<file path="config.mk">
export PLATFORM = sky130hd
export DESIGN_NAME = sp1_hmem_arb
export DESIGN_NICKNAME = d
export VERILOG_FILES = /design/src/rtl/sp1_hmem_arb.sv
export SDC_FILE = /design/constraint.sdc
export NUM_CORES = 1
export LEC_CHECK = 0
export ABC_AREA = 1
export CAP_MARGIN = 10
export CORE_AREA = 2 2 169 171
export CTS_BUF_LIST = sky130_fd_sc_hd__clkbuf_4 sky130_fd_sc_hd__clkbuf_8
export CTS_CLUSTER_SIZE = 28
export DETAILED_ROUTE_END_ITERATION = 10
export DIE_AREA = 0 0 171 173
export PLACE_DENSITY = 0.43
export SYNTH_ARGS = -nofsm -noshare
export SYNTH_HDL_FRONTEND = slang
export SYNTH_SLANG_ARGS = --single-unit
</file>
<file path="constraint.sdc">
create_clock -name clk -period 3.7 [get_ports clk]
set_clock_uncertainty 0.05 [all_clocks]
set_input_delay 0.74 -clock clk [delete_from_list [all_inputs] [get_ports clk]]
set_output_delay 0.74 -clock clk [all_outputs]
set_load 0.05 [all_outputs]
</file>
<file path="src/rtl/sp1_hmem_arb.sv">
// sp1_hmem_arb: two-requester round-robin arbiter in front of the dual-word
// heap memory port. Requester A is the evaluator and requester B is the
// allocator/GC copy engine. Either side may lock the port for back-to-back
// accesses. A starvation counter bounds how long the other side can be shut out.
// Read data comes back one cycle after the grant. A valid strobe goes to
// whichever requester issued the read.

`ifndef SP1_WORD_WIDTH
`define SP1_WORD_WIDTH 32
`endif

module sp1_hmem_arb #(
    parameter int DW          = `SP1_WORD_WIDTH,
    parameter int STARVE_MAX  = 8,
    parameter int STARVE_BITS = 4
) (
    input  logic          clk,
    input  logic          rst,          // asynchronous, active-low

    // requester A (evaluator)
    input  logic          h5_a_req,
    output logic          h5_a_ack,
    input  logic          h5_a_type,    // 1: write, 0: read
    input  logic          h5_a_sz,      // 1: double, 0: single
    input  logic          h5_a_lock,
    input  logic [DW-1:0] h5_a_adrs,
    input  logic [DW-1:0] h5_a_wr_dt0,
    input  logic [DW-1:0] h5_a_wr_dt1,
    output logic          h6_a_rd_vld,

    // requester B (allocator / GC copy engine)
    input  logic          h5_b_req,
    output logic          h5_b_ack,
    input  logic          h5_b_type,
    input  logic          h5_b_sz,
    input  logic          h5_b_lock,
    input  logic [DW-1:0] h5_b_adrs,
    input  logic [DW-1:0] h5_b_wr_dt0,
    input  logic [DW-1:0] h5_b_wr_dt1,
    output logic          h6_b_rd_vld,

    // heap port
    output logic          h5_hmem_acs_en,
    output logic          h5_hmem_acs_type,
    output logic          h5_hmem_acs_sz,
    output logic [DW-1:0] h5_hmem_acs_adrs,
    output logic [DW-1:0] h5_hmem_wr_dt0,
    output logic [DW-1:0] h5_hmem_wr_dt1,
    input  logic [DW-1:0] h6_hmem_rd_dt0,
    input  logic [DW-1:0] h6_hmem_rd_dt1,

    // shared read data
    output logic [DW-1:0] h6_rd_dt0,
    output logic [DW-1:0] h6_rd_dt1
);

    typedef enum logic [1:0] {
        ST_IDLE   = 2'd0,
        ST_LOCK_A = 2'd1,
        ST_LOCK_B = 2'd2
    } state_t;

    // Last-grant encoding: the side other than lg wins a tie.
    localparam logic LG_A = 1'b0;
    localparam logic LG_B = 1'b1;

    localparam logic [STARVE_BITS-1:0] SC_LIMIT = STARVE_BITS'(STARVE_MAX);

    state_t                 r_state;
    state_t                 w_state_nxt;
    logic                   r_lg;
    logic                   w_lg_nxt;
    logic [STARVE_BITS-1:0] r_sc;
    logic [STARVE_BITS-1:0] w_sc_nxt;
    logic                   w_a_ack;
    logic                   w_b_ack;
    logic                   w_a_rd;
    logic                   w_b_rd;

    // Grant decision and next-state logic for the lock/round-robin FSM.
    // NOTE: every variable gets a default at the top so no path leaves it
    // unassigned, which would otherwise infer a latch.
    always_comb begin
        w_a_ack     = 1'b0;
        w_b_ack     = 1'b0;
        w_state_nxt = r_state;
        w_lg_nxt    = r_lg;
        w_sc_nxt    = r_sc;

        case (r_state)
            ST_IDLE: begin
                w_sc_nxt = '0;
                if (h5_a_req && (!h5_b_req || r_lg == LG_B)) begin
                    w_a_ack = 1'b1;
                end else if (h5_b_req) begin
                    w_b_ack = 1'b1;
                end

                if (w_a_ack) begin
                    w_lg_nxt = LG_A;
                    if (h5_a_lock) begin
                        w_state_nxt = ST_LOCK_A;
                    end
                end else if (w_b_ack) begin
                    w_lg_nxt = LG_B;
                    if (h5_b_lock) begin
                        w_state_nxt = ST_LOCK_B;
                    end
                end
            end

            ST_LOCK_A: begin
                // Only the owner may be granted. A grant in the cycle the
                // lock breaks still completes.
                w_a_ack = h5_a_req;
                if (w_a_ack) begin
                    w_lg_nxt = LG_A;
                end

                if (r_sc == SC_LIMIT) begin
                    // The starvation break takes priority over a renewed lock.
                    w_state_nxt = ST_IDLE;
                    w_lg_nxt    = LG_A;
                    w_sc_nxt    = '0;
                end else if (w_a_ack && !h5_a_lock) begin
                    w_state_nxt = ST_IDLE;
                    w_sc_nxt    = '0;
                end else if (h5_b_req) begin
                    w_sc_nxt = r_sc + 1'b1;
                end
            end

            ST_LOCK_B: begin
                w_b_ack = h5_b_req;
                if (w_b_ack) begin
                    w_lg_nxt = LG_B;
                end

                if (r_sc == SC_LIMIT) begin
                    w_state_nxt = ST_IDLE;
                    w_lg_nxt    = LG_B;
                    w_sc_nxt    = '0;
                end else if (w_b_ack && !h5_b_lock) begin
                    w_state_nxt = ST_IDLE;
                    w_sc_nxt    = '0;
                end else if (h5_a_req) begin
                    w_sc_nxt = r_sc + 1'b1;
                end
            end

            default: begin
                w_state_nxt = ST_IDLE;
                w_sc_nxt    = '0;
            end
        endcase
    end

    // FSM state, last-grant pointer and starvation counter.
    // NOTE: state registers use non-blocking assignments so that every flop
    // samples values from before the edge, whatever order the blocks run in.
    always_ff @(posedge clk or negedge rst) begin
        if (!rst) begin
            r_state <= ST_IDLE;
            r_lg    <= LG_B;
            r_sc    <= '0;
        end else begin
            r_state <= w_state_nxt;
            r_lg    <= w_lg_nxt;
            r_sc    <= w_sc_nxt;
        end
    end

    assign h5_a_ack = w_a_ack;
    assign h5_b_ack = w_b_ack;

    // Heap access fields come from the winner. All fields are zero when
    // there is no grant.
    always_comb begin
        h5_hmem_acs_en   = w_a_ack | w_b_ack;
        h5_hmem_acs_type = 1'b0;
        h5_hmem_acs_sz   = 1'b0;
        h5_hmem_acs_adrs = '0;
        h5_hmem_wr_dt0   = '0;
        h5_hmem_wr_dt1   = '0;
        if (w_a_ack) begin
            h5_hmem_acs_type = h5_a_type;
            h5_hmem_acs_sz   = h5_a_sz;
            h5_hmem_acs_adrs = h5_a_adrs;
            h5_hmem_wr_dt0   = h5_a_wr_dt0;
            h5_hmem_wr_dt1   = h5_a_wr_dt1;
        end else if (w_b_ack) begin
            h5_hmem_acs_type = h5_b_type;
            h5_hmem_acs_sz   = h5_b_sz;
            h5_hmem_acs_adrs = h5_b_adrs;
            h5_hmem_wr_dt0   = h5_b_wr_dt0;
            h5_hmem_wr_dt1   = h5_b_wr_dt1;
        end
    end

    assign w_a_rd = w_a_ack & ~h5_a_type;
    assign w_b_rd = w_b_ack & ~h5_b_type;

    // Read-return strobes: one cycle after a granted read, to its issuer.
    always_ff @(posedge clk or negedge rst) begin
        if (!rst) begin
            h6_a_rd_vld <= 1'b0;
            h6_b_rd_vld <= 1'b0;
        end else begin
            h6_a_rd_vld <= w_a_rd;
            h6_b_rd_vld <= w_b_rd;
        end
    end

    // The heap already aligns its read data with the return cycle.
    assign h6_rd_dt0 = h6_hmem_rd_dt0;
    assign h6_rd_dt1 = h6_hmem_rd_dt1;

    // Grant sanity: at most one winner per cycle, and never a grant without a request.
    a_one_ack : assert property (@(posedge clk) disable iff (!rst)
        !(h5_a_ack && h5_b_ack));
    a_ack_req : assert property (@(posedge clk) disable iff (!rst)
        (!h5_a_ack || h5_a_req) && (!h5_b_ack || h5_b_req));

endmodule

</file>
Word level (Yosys, flattened, before mapping). Index checks and enable logic that the tools add are counted.

Flip-flop bits (word level): 9. Input bits: 266. Output and inout port bits: 167. Logic and storage cells: 75.

Add/subtract/negate cells: 1. Equality and inequality tests: 12. Muxes and demuxes: 40. Bitwise gates (word level): 5. Reduce and logical (&&, ||, !) cells: 12.

Operators by type and width (count): $mux 32 (6); $mux 4 (6); $mux 2 (8); $mux 1 (15); $ne 3x3->1 const B (5); $ne 4x4->1 const B (2); $pmux 4 s2 (1); $pmux 2 s3 (1); $reduce_and 5->1 (1); $add 4x1->4 const B (1); $eq 4x4->1 const B (1); $pmux 1 s2 (2); $reduce_and 4->1 (1); $logic_and 1x1->1 (3); $logic_not 1->1 (3); $ne 3x1->1 const B (1); $ne 3x2->1 const B (1); $pmux 1 s3 (1); $reduce_bool 3->1 (1); $and 1x1->1 (2); $eq 2x1->1 const B (1); $eq 2x2->1 const B (1); $logic_not 2->1 (1); $not 1->1 (2); other kinds (3) (3).

Depth between registers and ports, before layout. Gate-level depths: netlist of run 1.

Depth in word-level cells: 8. Mapped depth: 10. Mapped depth without buffers: 10.

Least setup slack after synthesis of run 1. No wires, ideal clock.

Path kind: input port to output port. Start point: input h5_b_req. End point: output h5_hmem_acs_adrs[22]. Arrival: 2.055 ns. Data required time: 2.910 ns. Slack: 0.855 ns. Stages: 7. Path buffers: 1. Path through: nand2_1 > nand2_1 > nand2_1 > a21oi_2 > buf_2 > nand3_1 > nand2_1.

Word-level cells in the longest chain between the ends: 8. Elaborated cells between the ends (all ways): 12. Those cells by class: mux (9); reduce/logical (3).

RTL lines: start, declared (line 32) `input logic h5_b_req,`; $logic_not 1->1 (line 93) `if (h5_a_req && (!h5_b_req || r_lg == LG_B)) begin`; $logic_or 1x1->1 (line 93); $logic_and 1x1->1 (line 93); $mux 1 (line 93); $mux 1 (line 90) `case (r_state)`; $pmux 1 s2 (*) (line 90); net h5_b_ack (line 33) `output logic h5_b_ack,`; $mux 32 (*) (line 191) `end else if (w_b_ack) begin`; $mux 32 (*) (line 185) `if (w_a_ack) begin`; end, declared (line 46) `output logic [DW-1:0] h5_hmem_acs_adrs,`.

Mark *: on every way through the listed nets, which the timed path passes. The rest lies on a longest branch. The select of a mux whose other input is x is not followed.

Worst setup path after layout of run 1.
Start point: input h5_b_req. End point: output h5_hmem_wr_dt0[18].

Word-level cells in the longest chain between the ends: 8. Elaborated cells between the ends (all ways): 12. Those cells by class: mux (9); reduce/logical (3).

RTL lines: $logic_not 1->1 (line 93); $logic_or 1x1->1 (line 93); $logic_and 1x1->1 (line 93); $mux 1 (line 93); $mux 1 (line 90); $pmux 1 s2 (line 90); $mux 32 (line 191); $mux 32 (*) (line 185); end, declared (line 47) `output logic [DW-1:0] h5_hmem_wr_dt0,`.

Mark *: on every way between the ends. The rest lies on a longest branch, timed or not. The select of a mux whose other input is x is not followed.

==> results of run 1 <==
[tightest hold or removal path: stages (launching register included)]
cell,delay [ns]
dfstp_2,0.37
nand2_1,0.05
nand2_1,0.05
[state kept, by name (all words and copies together), names as in the netlist]
signal and flops:
h6_a_rd_vld 1, h6_b_rd_vld 1, r_lg 1, r_sc 4
r_state 2
[cell families after synthesis]
group / Yosys count / share of synthesized area, %
compound gates: 9 / 2.15
fa+ha+maj: 5 / 2.44
flops: 9 / 8.84
simple gates: 358 / 58.5
buf+inv: 119 / 28.1
[cell type report]
cell class | count | area, um2 | share of cell area [%]
Multi-Input combinational cell | 372 | 1630 | 30.2
Inverter | 24 | 91.3 | 1.69
Timing Repair Buffer | 310 | 2940 | 54.3
Sequential cell | 9 | 226 | 4.19
Clock inverter | 1 | 5.00 | 0.0926
Tap cell | 378 | 473 | 8.75
Clock buffer | 3 | 41.3 | 0.764
[synth_stat cells]
library cell  count
nand2_1         231
nand3_1         113
buf_4            65
buf_2            23
inv_1            23
nor2_1            9
dfrtp_1           8
clkbuf_1          7
ha_1              5
nand4_1           5
o21ai_0           3
o21bai_1          2
a21oi_1           1
a21oi_2           1
dfstp_2           1
inv_2             1
o21ai_1           1
o22ai_1           1
[path summary, 6_finish.rpt]
path                                 start  cells after the start  slack [ns]                  to
min in group asynchronous              rst                      1        0.78             r_sc[3]
worst min register to register        r_lg                      2        0.42                r_lg
worst max-delay path              h5_b_req                      9        0.28  h5_hmem_wr_dt0[18]
worst min-delay path                  r_lg                      2        0.42                r_lg
max in group asynchronous              rst                      1        2.46                r_lg
worst max register to register  r_state[1]                      7        1.98         h6_a_rd_vld
[routing by layer]
metal / share of wire, % / up-vias / global-route usage (%)
met4: 0.23 / 0 / 0.706
met1: 40 / 1664 / 9.90
met2: 49 / 204 / 15.1
met5: 0 / - / 0
met3: 10 / 6 / 3.02
li1: - / 1953 / -
[power by group]
group          internal (mW)  switching, mW
Sequential             0.129         0.0155
Clock                 0.0743         0.0490
Combinational           1.08           2.48
==> summary.txt, run 1 <==
Worst setup path
  – Most used cell, CP: nand2_1
  – Slowest CP cell: clkdlybuf4s50_1
  – Number of buffers and inverters on the critical path: 3
  – Top Family by Delay on Critical Path: buffers and inverters
  – CP Capture Type: output pin
  – Required time of the worst setup path: 2.91 ns
  – Critical Path Source Type: input pin
  – Crit path cell chain: clkdlybuf4s50_1 -> nand2_1 -> nand2_1 -> nand2_1 -> a21oi_4 -> buf_12 -> nand3_1 -> nand2_1 -> buf_4
  – CP arrival: 2.63 ns
  – Slowest Stage Delay on Critical Path: 0.53 ns
  – Crit-path max FO: 57
  – Crit Path Class: in -> out

Floorplan
  – Ports: 433
  – Number of placement rows: 61
  – Die Width: 171 um
  – DIE HEIGHT: 173 um
  – Initial Util: 9.27%
  – Die ar.: 29600 um2
  – Core ar.: 27600 um2

GRT
  – Vias in the first global route: 3773
  – First-pass GRT wire length: 20.2 mm
  – Largest net degree at the start of global routing: 58
  – Initial antenna violation count: 0
  – Total track usage: 8.43%
  – Global route overflow: 0

Synthesis
  – Total number of yosys warnings: 0
  – Syn Inst Count: 500
  – Seq cells post-synth: 9
  – Mapped cell area: 2560 um2
  – Syn Area/Cell: 5.12 um2
  – Register area share after synthesis: 8.84%
  – Synth cell types: 18
  – Post-Syn Nets: 771
  – Synth top area share: 33.9%
  – Top post-synthesis cells by area: nand2_1 (34%), nand3_1 (22%), buf_4 (19%), dfrtp_1 (7.8%), buf_2 (4.5%)
  – Leading area contributor after synthesis: nand2_1

STA
  – Setup TNS: 0 ns
  – Slew Viols, Final: 0
  – Tmin final: 3.42 ns
  – Worst slew pin tran: 0.497 ns
  – Hold_ws: 0.420 ns
  – Relative max-transition margin: 66.8%
  – Fin crit share: 92.6%
  – RSZ-0062 raised after global routing: no
  – Peak Freq: 0.292 GHz
  – Hold Fails Final Rpt: 0
  – Final Setup Violations: 0
  – Worst Slack Setup Final: 0.275 ns

Routing
  – Antenna-violating nets left: 0
  – Routed length per instance: 12.4 um
  – Final WL: 13.6 mm
  – Vias/cell: 3.49
  – Initial DRC count: 167
  – Residual DRC: 0
  – 1st-pass router iterations: 4
  – Via count: 3827

Finish
  – Final net count: 991
  – Fin cells: 1097
  – Layout cell share with drive strength beyond 1: 16.0%
  – Finished Core Util: 19.6%
  – Fillers: 3212
  – Most frequent cells in the layout: nand2_1 (231), clkdlybuf4s50_1 (203), nand3_1 (113)
  – Area delta synth->final: 111%
  – Commonest non-fill, non-tap cell in the layout: nand2_1
  – Final Instance Area: 5410 um2
  – Ant. Diodes: 0

Status
  – Outcome: finished, final reports clean

Power and ir drop
  – VDD IR max: 0.320 mV
  – Leak pwr: 2.66 nW
  – Cell Pwr Density: 708 nW/um2
  – Total power: 3.83 mW

Hold path
  – Worst hold-check path type: reg -> reg

Clock network
  – CTS Buffer Depth: 2
  – Root buffer cell: clkbuf_8
  – Number of setup buffers added after CTS: 0
  – Register clock-pin slew on the reported worst setup and hold paths: 0.05 ns
  – CTS Sinks: 9
  – Cts bufs inserted: 3
  – Hold Buf Count CTS: 0
  – CTS tree: done
  – Post-CTS sizing: 0
  – Worst skew pair latency: 0.24 ns
  – H-tree Lvls: 1

Place
  – Number of buffers added on ports: 304
  – Dpl hpwl: 11.0 mm
  – Place WS: 0.292 ns
  – Placed cell areas: 5360 um2
  – Routability congestion estimate: 0.787
  – Dpl cells: 1093

Run
  – Number of max-cap violations: 0
Note: power is estimated with default switching activity, not from simulation.
==> run 2: changes to the inputs <==
SLEW_MARGIN = 20   (was default)
==> results of run 2 <==
Same layout as run 1: the final DEF is identical, and so are final timing and power.
==> edit 1, RTL diff (flow settings as in run 1) <==
Change the macro `SP1_WORD_WIDTH` from 32 to 40.
--- a/src/rtl/sp1_hmem_arb.sv
+++ b/src/rtl/sp1_hmem_arb.sv
@@ -6,7 +6,7 @@
 // whichever requester issued the read.
 
 `ifndef SP1_WORD_WIDTH
-`define SP1_WORD_WIDTH 32
+`define SP1_WORD_WIDTH 40
 `endif
 
 module sp1_hmem_arb #(
Interface: changed (13 resized); port bits go from 433 to 537. No check against the original RTL was run, so the function may have changed too.
==> edit 1 against run 1 <==
- fmax fell by 0.51%
- power rose by 60%
- first-iteration DRC count rose by 25%
- cell area rose by 47%
- synthesized area rose by 19%
- count of clock-buffer cells in the layout did not move
- sequential cell count did not move
- routed wire length rose by 49%
- setup slack got worse by 0.018 ns
- critical endpoint is now h5_hmem_wr_dt1[38]
- largest power group unchanged
==> edit 1: results <==
group,metric,value,unit
outcome,outcome,"complete, no violations",
power,internal-power,0.00273,W
worst_setup_path,crit_family,"buffers and inverters",
cells_and_area,layout.cells.non_filler,1247,
cells_and_area,multi_input_cells,444,
cells_and_area,clk_share,0.581,%
grt,grt_pass1_wl,28600,um
power,power,0.00611,W
grt,antenna_found_initial,0,
yosys,synth_seq_cells,9,
yosys,syn-num-nets,931,
yosys,ys.flop_type,"dfrtp_1",
place,pre_cts_ws,0.239,ns
cells_and_area,drive_gt1_share,16.8,%
worst_setup_path,slowest_delay,0.56,ns
detailed_routing,vias,4612,
cts,cts_setup_buffers,0,
grt,grt_use_total,12.6,%
worst_setup_path,reg2reg_depth,8,
cts,cts_resized,0,
place,place.detailed.hpwl,17200,um
yosys,ys_top_cells_by_count,"279 x nand2_1, 137 x nand3_1, 87 x buf_4, 22 x inv_1, 21 x buf_2",
cells_and_area,n_all_buffers,388,
power,vdd_drop_max,0.285,mV
detailed_routing,wire_per_inst,16.1,um
power,leakagePower,3.64,nW
worst_setup_path,arrival,2.65,ns
grt,grt_max_degree,67,
timing,worst_pin_slew,0.503,ns
cells_and_area,nFillCells,3047,
place,io_buffers,376,
worst_setup_path,path_max_fanout,52,
min_path,hold_depth,2,
cells_and_area,buf_share,65.2,%
yosys,syn_inst,596,
detailed_routing,dr.first_iter.drc_count,208,
yosys,yosysSeqAreaShare,7.46,%
place,gp_congestion,0.809,
cells_and_area,multiInputGateArea,1930,um^2
cts,cts_buffer_depth,2,
yosys,synthTopCellsByArea,"nand2_1 35%, nand3_1 23%, buf_4 22%, dfrtp_1 6.6%, buf_2 3.5%",
cells_and_area,antenna_cells,0,
grt,grt_pass1_vias,4514,
edit 1: power groups by stage:
stage               Clock [W]  Combinational (W)  Sequential [W]
floorplan                   0            0.00308        0.000161
global placement            0            0.00592        0.000150
detailed placement          0            0.00590        0.000149
CTS                  0.000122            0.00591        0.000148
global route         0.000128            0.00612        0.000153
finish               0.000115            0.00584        0.000148
edit 1: worst paths after layout:
check	from	end	slack [ns]
worst max-delay path	h5_a_req	h5_hmem_wr_dt1[38]	0.26
worst min-delay path	r_lg$_DFFE_PN1P_	r_lg$_DFFE_PN1P_	0.43
worst max register to register	r_state[0]$_DFFE_PN0P_	h6_b_rd_vld$_DFF_PN0_	1.92
worst min register to register	r_lg$_DFFE_PN1P_	r_lg$_DFFE_PN1P_	0.43
max in group asynchronous	rst	r_lg$_DFFE_PN1P_	2.51
min in group asynchronous	rst	r_sc[2]$_DFFE_PN0P_	0.76
edit 1: per-stage QoR:
step	util (%)	instance area, um^2	hold WS [ns]
after floorplan	-	3040	0.394
after global placement	28.7	7920	0.420
after detailed placement	28.7	7920	0.417
after CTS	28.8	7970	0.423
after global routing	28.8	7970	0.463
final	28.8	7970	0.429
edit 1: logic make-up (layout without fill, tap and decap cells):
kind of cell	count (synthesis)	count (layout)	synth area share [%]
AOI/OAI and AO/OA	9	9	1.94
adders and majority gates	5	5	2.06
buffers and inverters	143	416	29.3
DFF	9	9	7.46
and+or+nand+nor	430	430	59.2
edit 1: worst min-delay path, cell delays in order (launching register included):
cell and delay, ns:
dfstp_2 0.37, nand2_1 0.06, nand2_1 0.05
edit 1: per-layer routing:
layer	wire length (um)	share of wire [%]	track usage [%]
met1	6900	34	12.8
met2	10700	53	24.2
met3	2270	11	5.13
met4	275	1.4	1.91
met5	0	0	0
==> edit 2, RTL diff (config.mk and constraints of run 1) <==
Made on the original files. Re-encode `state_t` (3 states) as one-hot, 3 bits wide.
--- a/src/rtl/sp1_hmem_arb.sv
+++ b/src/rtl/sp1_hmem_arb.sv
@@ -54,10 +54,10 @@
     output logic [DW-1:0] h6_rd_dt1
 );
 
-    typedef enum logic [1:0] {
-        ST_IDLE   = 2'd0,
-        ST_LOCK_A = 2'd1,
-        ST_LOCK_B = 2'd2
+    typedef enum logic [2:0] {
+        ST_IDLE   = 3'b001,
+        ST_LOCK_A = 3'b010,
+        ST_LOCK_B = 3'b100
     } state_t;
 
     // Last-grant encoding: the side other than lg wins a tie.
Formal check against the unedited RTL: no difference found for any inputs over 4 cycles, from zero or initial values and one cycle with rst low; so few cycles prove little.
==> edit 2 against run 1 <==
- fmax rose by 4.0%
- setup slack improved by 0.13 ns
- synthesized area fell by 7.5%
- cell area rose by 1.2%
- power rose by 11%
- routed wire length fell by 6.6%
- count of clock-buffer cells in the layout rose by 1
- sequential cell count rose by 1
==> edit 2: results <==
group,metric,value,unit
cells_and_area,antenna_cells,0,
run,max_cap_violations,0,
cts,cts_buffers,3,
grt,antenna_found_initial,0,
timing,slew-limit-headroom,65.3,%
cells_and_area,layout.nets,977,
detailed_routing,dr.pass1.iters,4,
cts,clk_pin_slew_worst_paths,0.06,ns
yosys,ys_top_cells_by_count,"324 x nand2_1, 66 x buf_4, 18 x buf_2, 17 x nor2_1, 15 x inv_1",
yosys,syn-num-nets,748,
place,place.detailed.hpwl,10800,um
power,vdd_drop_max,0.349,mV
worst_setup_path,path_max_fanout,45,
cells_and_area,drive_gt1_share,16.1,%
yosys,synthTopCellsByArea,"nand2_1 51%, buf_4 21%, dfrtp_1 8.5%, buf_2 3.8%, nor2_1 2.7%",
grt,grt_use_total,8.02,%
yosys,yosysSeqAreaShare,10.7,%
cells_and_area,nFillCells,3206,
detailed_routing,vias_per_cell,3.23,
cts,cts_root_buf,"clkbuf_8",
outcome,outcome,"complete, no violations",
cts,cts_setup_buffers,0,
place,io_buffers,304,
grt,grt_max_degree,55,
grt,grt_pass1_wl,19100,um
cells_and_area,reg_top3,"r_sc (4), r_state (3)",
detailed_routing,dr.first_iter.drc_count,130,
place,gp_congestion,0.792,
cts,cts_buffer_depth,2,
power,leakagePower,2.66,nW
worst_setup_path,slowest_delay,0.52,ns
worst_setup_path,cp_slowest_cell,"clkdlybuf4s50_1",
grt,grt_pass1_vias,3497,
cts,clk-insertion-delay-late,0.24,ns
detailed_routing,wire_per_inst,11.6,um
yosys,ys.flop_type,"dfrtp_1",
## edit 2: final timing paths
| path | from | to | slack, ns | cells after the start |
|---|---|---|---|---|
| worst max-delay path | h5_b_req | h5_hmem_wr_dt0[5] | 0.41 | 10 |
| worst min-delay path | r_lg$_DFFE_PN1P_ | r_lg$_DFFE_PN1P_ | 0.41 | 2 |
| worst max register to register | r_sc[0]$_DFFE_PN0P_ | r_sc[0]$_DFFE_PN0P_ | 1.94 | 7 |
| worst min register to register | r_lg$_DFFE_PN1P_ | r_lg$_DFFE_PN1P_ | 0.41 | 2 |
| max in group asynchronous | rst | r_state[0]$_DFFE_PN1P_ | 2.45 | 1 |
| min in group asynchronous | rst | r_sc[3]$_DFFE_PN0P_ | 0.79 | 1 |
## edit 2: cell families after synthesis
| logic type | Yosys count | share of synthesized area [%] |
|---|---|---|
| xor+xnor | 1 | 0.370 |
| simple gates | 358 | 58.0 |
| compound gates | 9 | 2.64 |
| fa+ha+maj | 2 | 1.06 |
| flops | 10 | 10.7 |
| buf+inv | 100 | 27.3 |
## edit 2: routing by layer
metal / share of wire [%] / vias up / global-route usage (%) / wire (um)
met2: 49 / 208 / 14.2 / 6230
met4: 0.62 / 0 / 0.989 / 78
li1: - / 1831 / - / -
met3: 11 / 8 / 3.09 / 1370
met1: 39 / 1459 / 9.35 / 4980
met5: 0 / - / 0 / 0
## edit 2: area by class of cell
cell class / instances / area, um^2 / area share (%)
clock buffer: 4 / 55.1 / 1.01
inverter: 16 / 61.3 / 1.12
multi-input combinational: 370 / 1470 / 26.9
sequential: 10 / 253 / 4.62
tap: 378 / 473 / 8.65
timing repair buffer: 308 / 3160 / 57.7
## edit 2: power breakdown
| group | leakage [nW] | switching, W | total, W | internal [W] |
|---|---|---|---|---|
| logic | 2.50 | 0.00264 | 0.00396 | 0.00133 |
| clock network | 0.0288 | 0.0000473 | 0.000141 | 0.0000938 |
| registers | 0.131 | 0.0000152 | 0.000160 | 0.000144 |
| total | 2.66 | 0.00270 | 0.00426 | 0.00156 |
## edit 2: per-stage QoR
stage / std cells / power [W] / setup slack (ns) / hold WS, ns / instance area, um^2
finish: 1086 / 0.00426 / 0.406 / 0.409 / 5470
global route: 1086 / 0.00452 / 0.185 / 0.428 / 5470
CTS: 1086 / 0.00433 / 0.367 / 0.413 / 5470
detailed placement: 1082 / 0.00418 / 0.371 / 0.405 / 5420
global placement: 1082 / 0.00420 / 0.375 / 0.405 / 5420
floorplan: 480 / 0.00278 / 0.986 / 0.392 / 2370
## edit 2: critical path, delay by kind of cell
kind,cells,cell delay [ns]
compound gates,1,0.21
buf+inv,4,1.04
simple gates,5,0.46
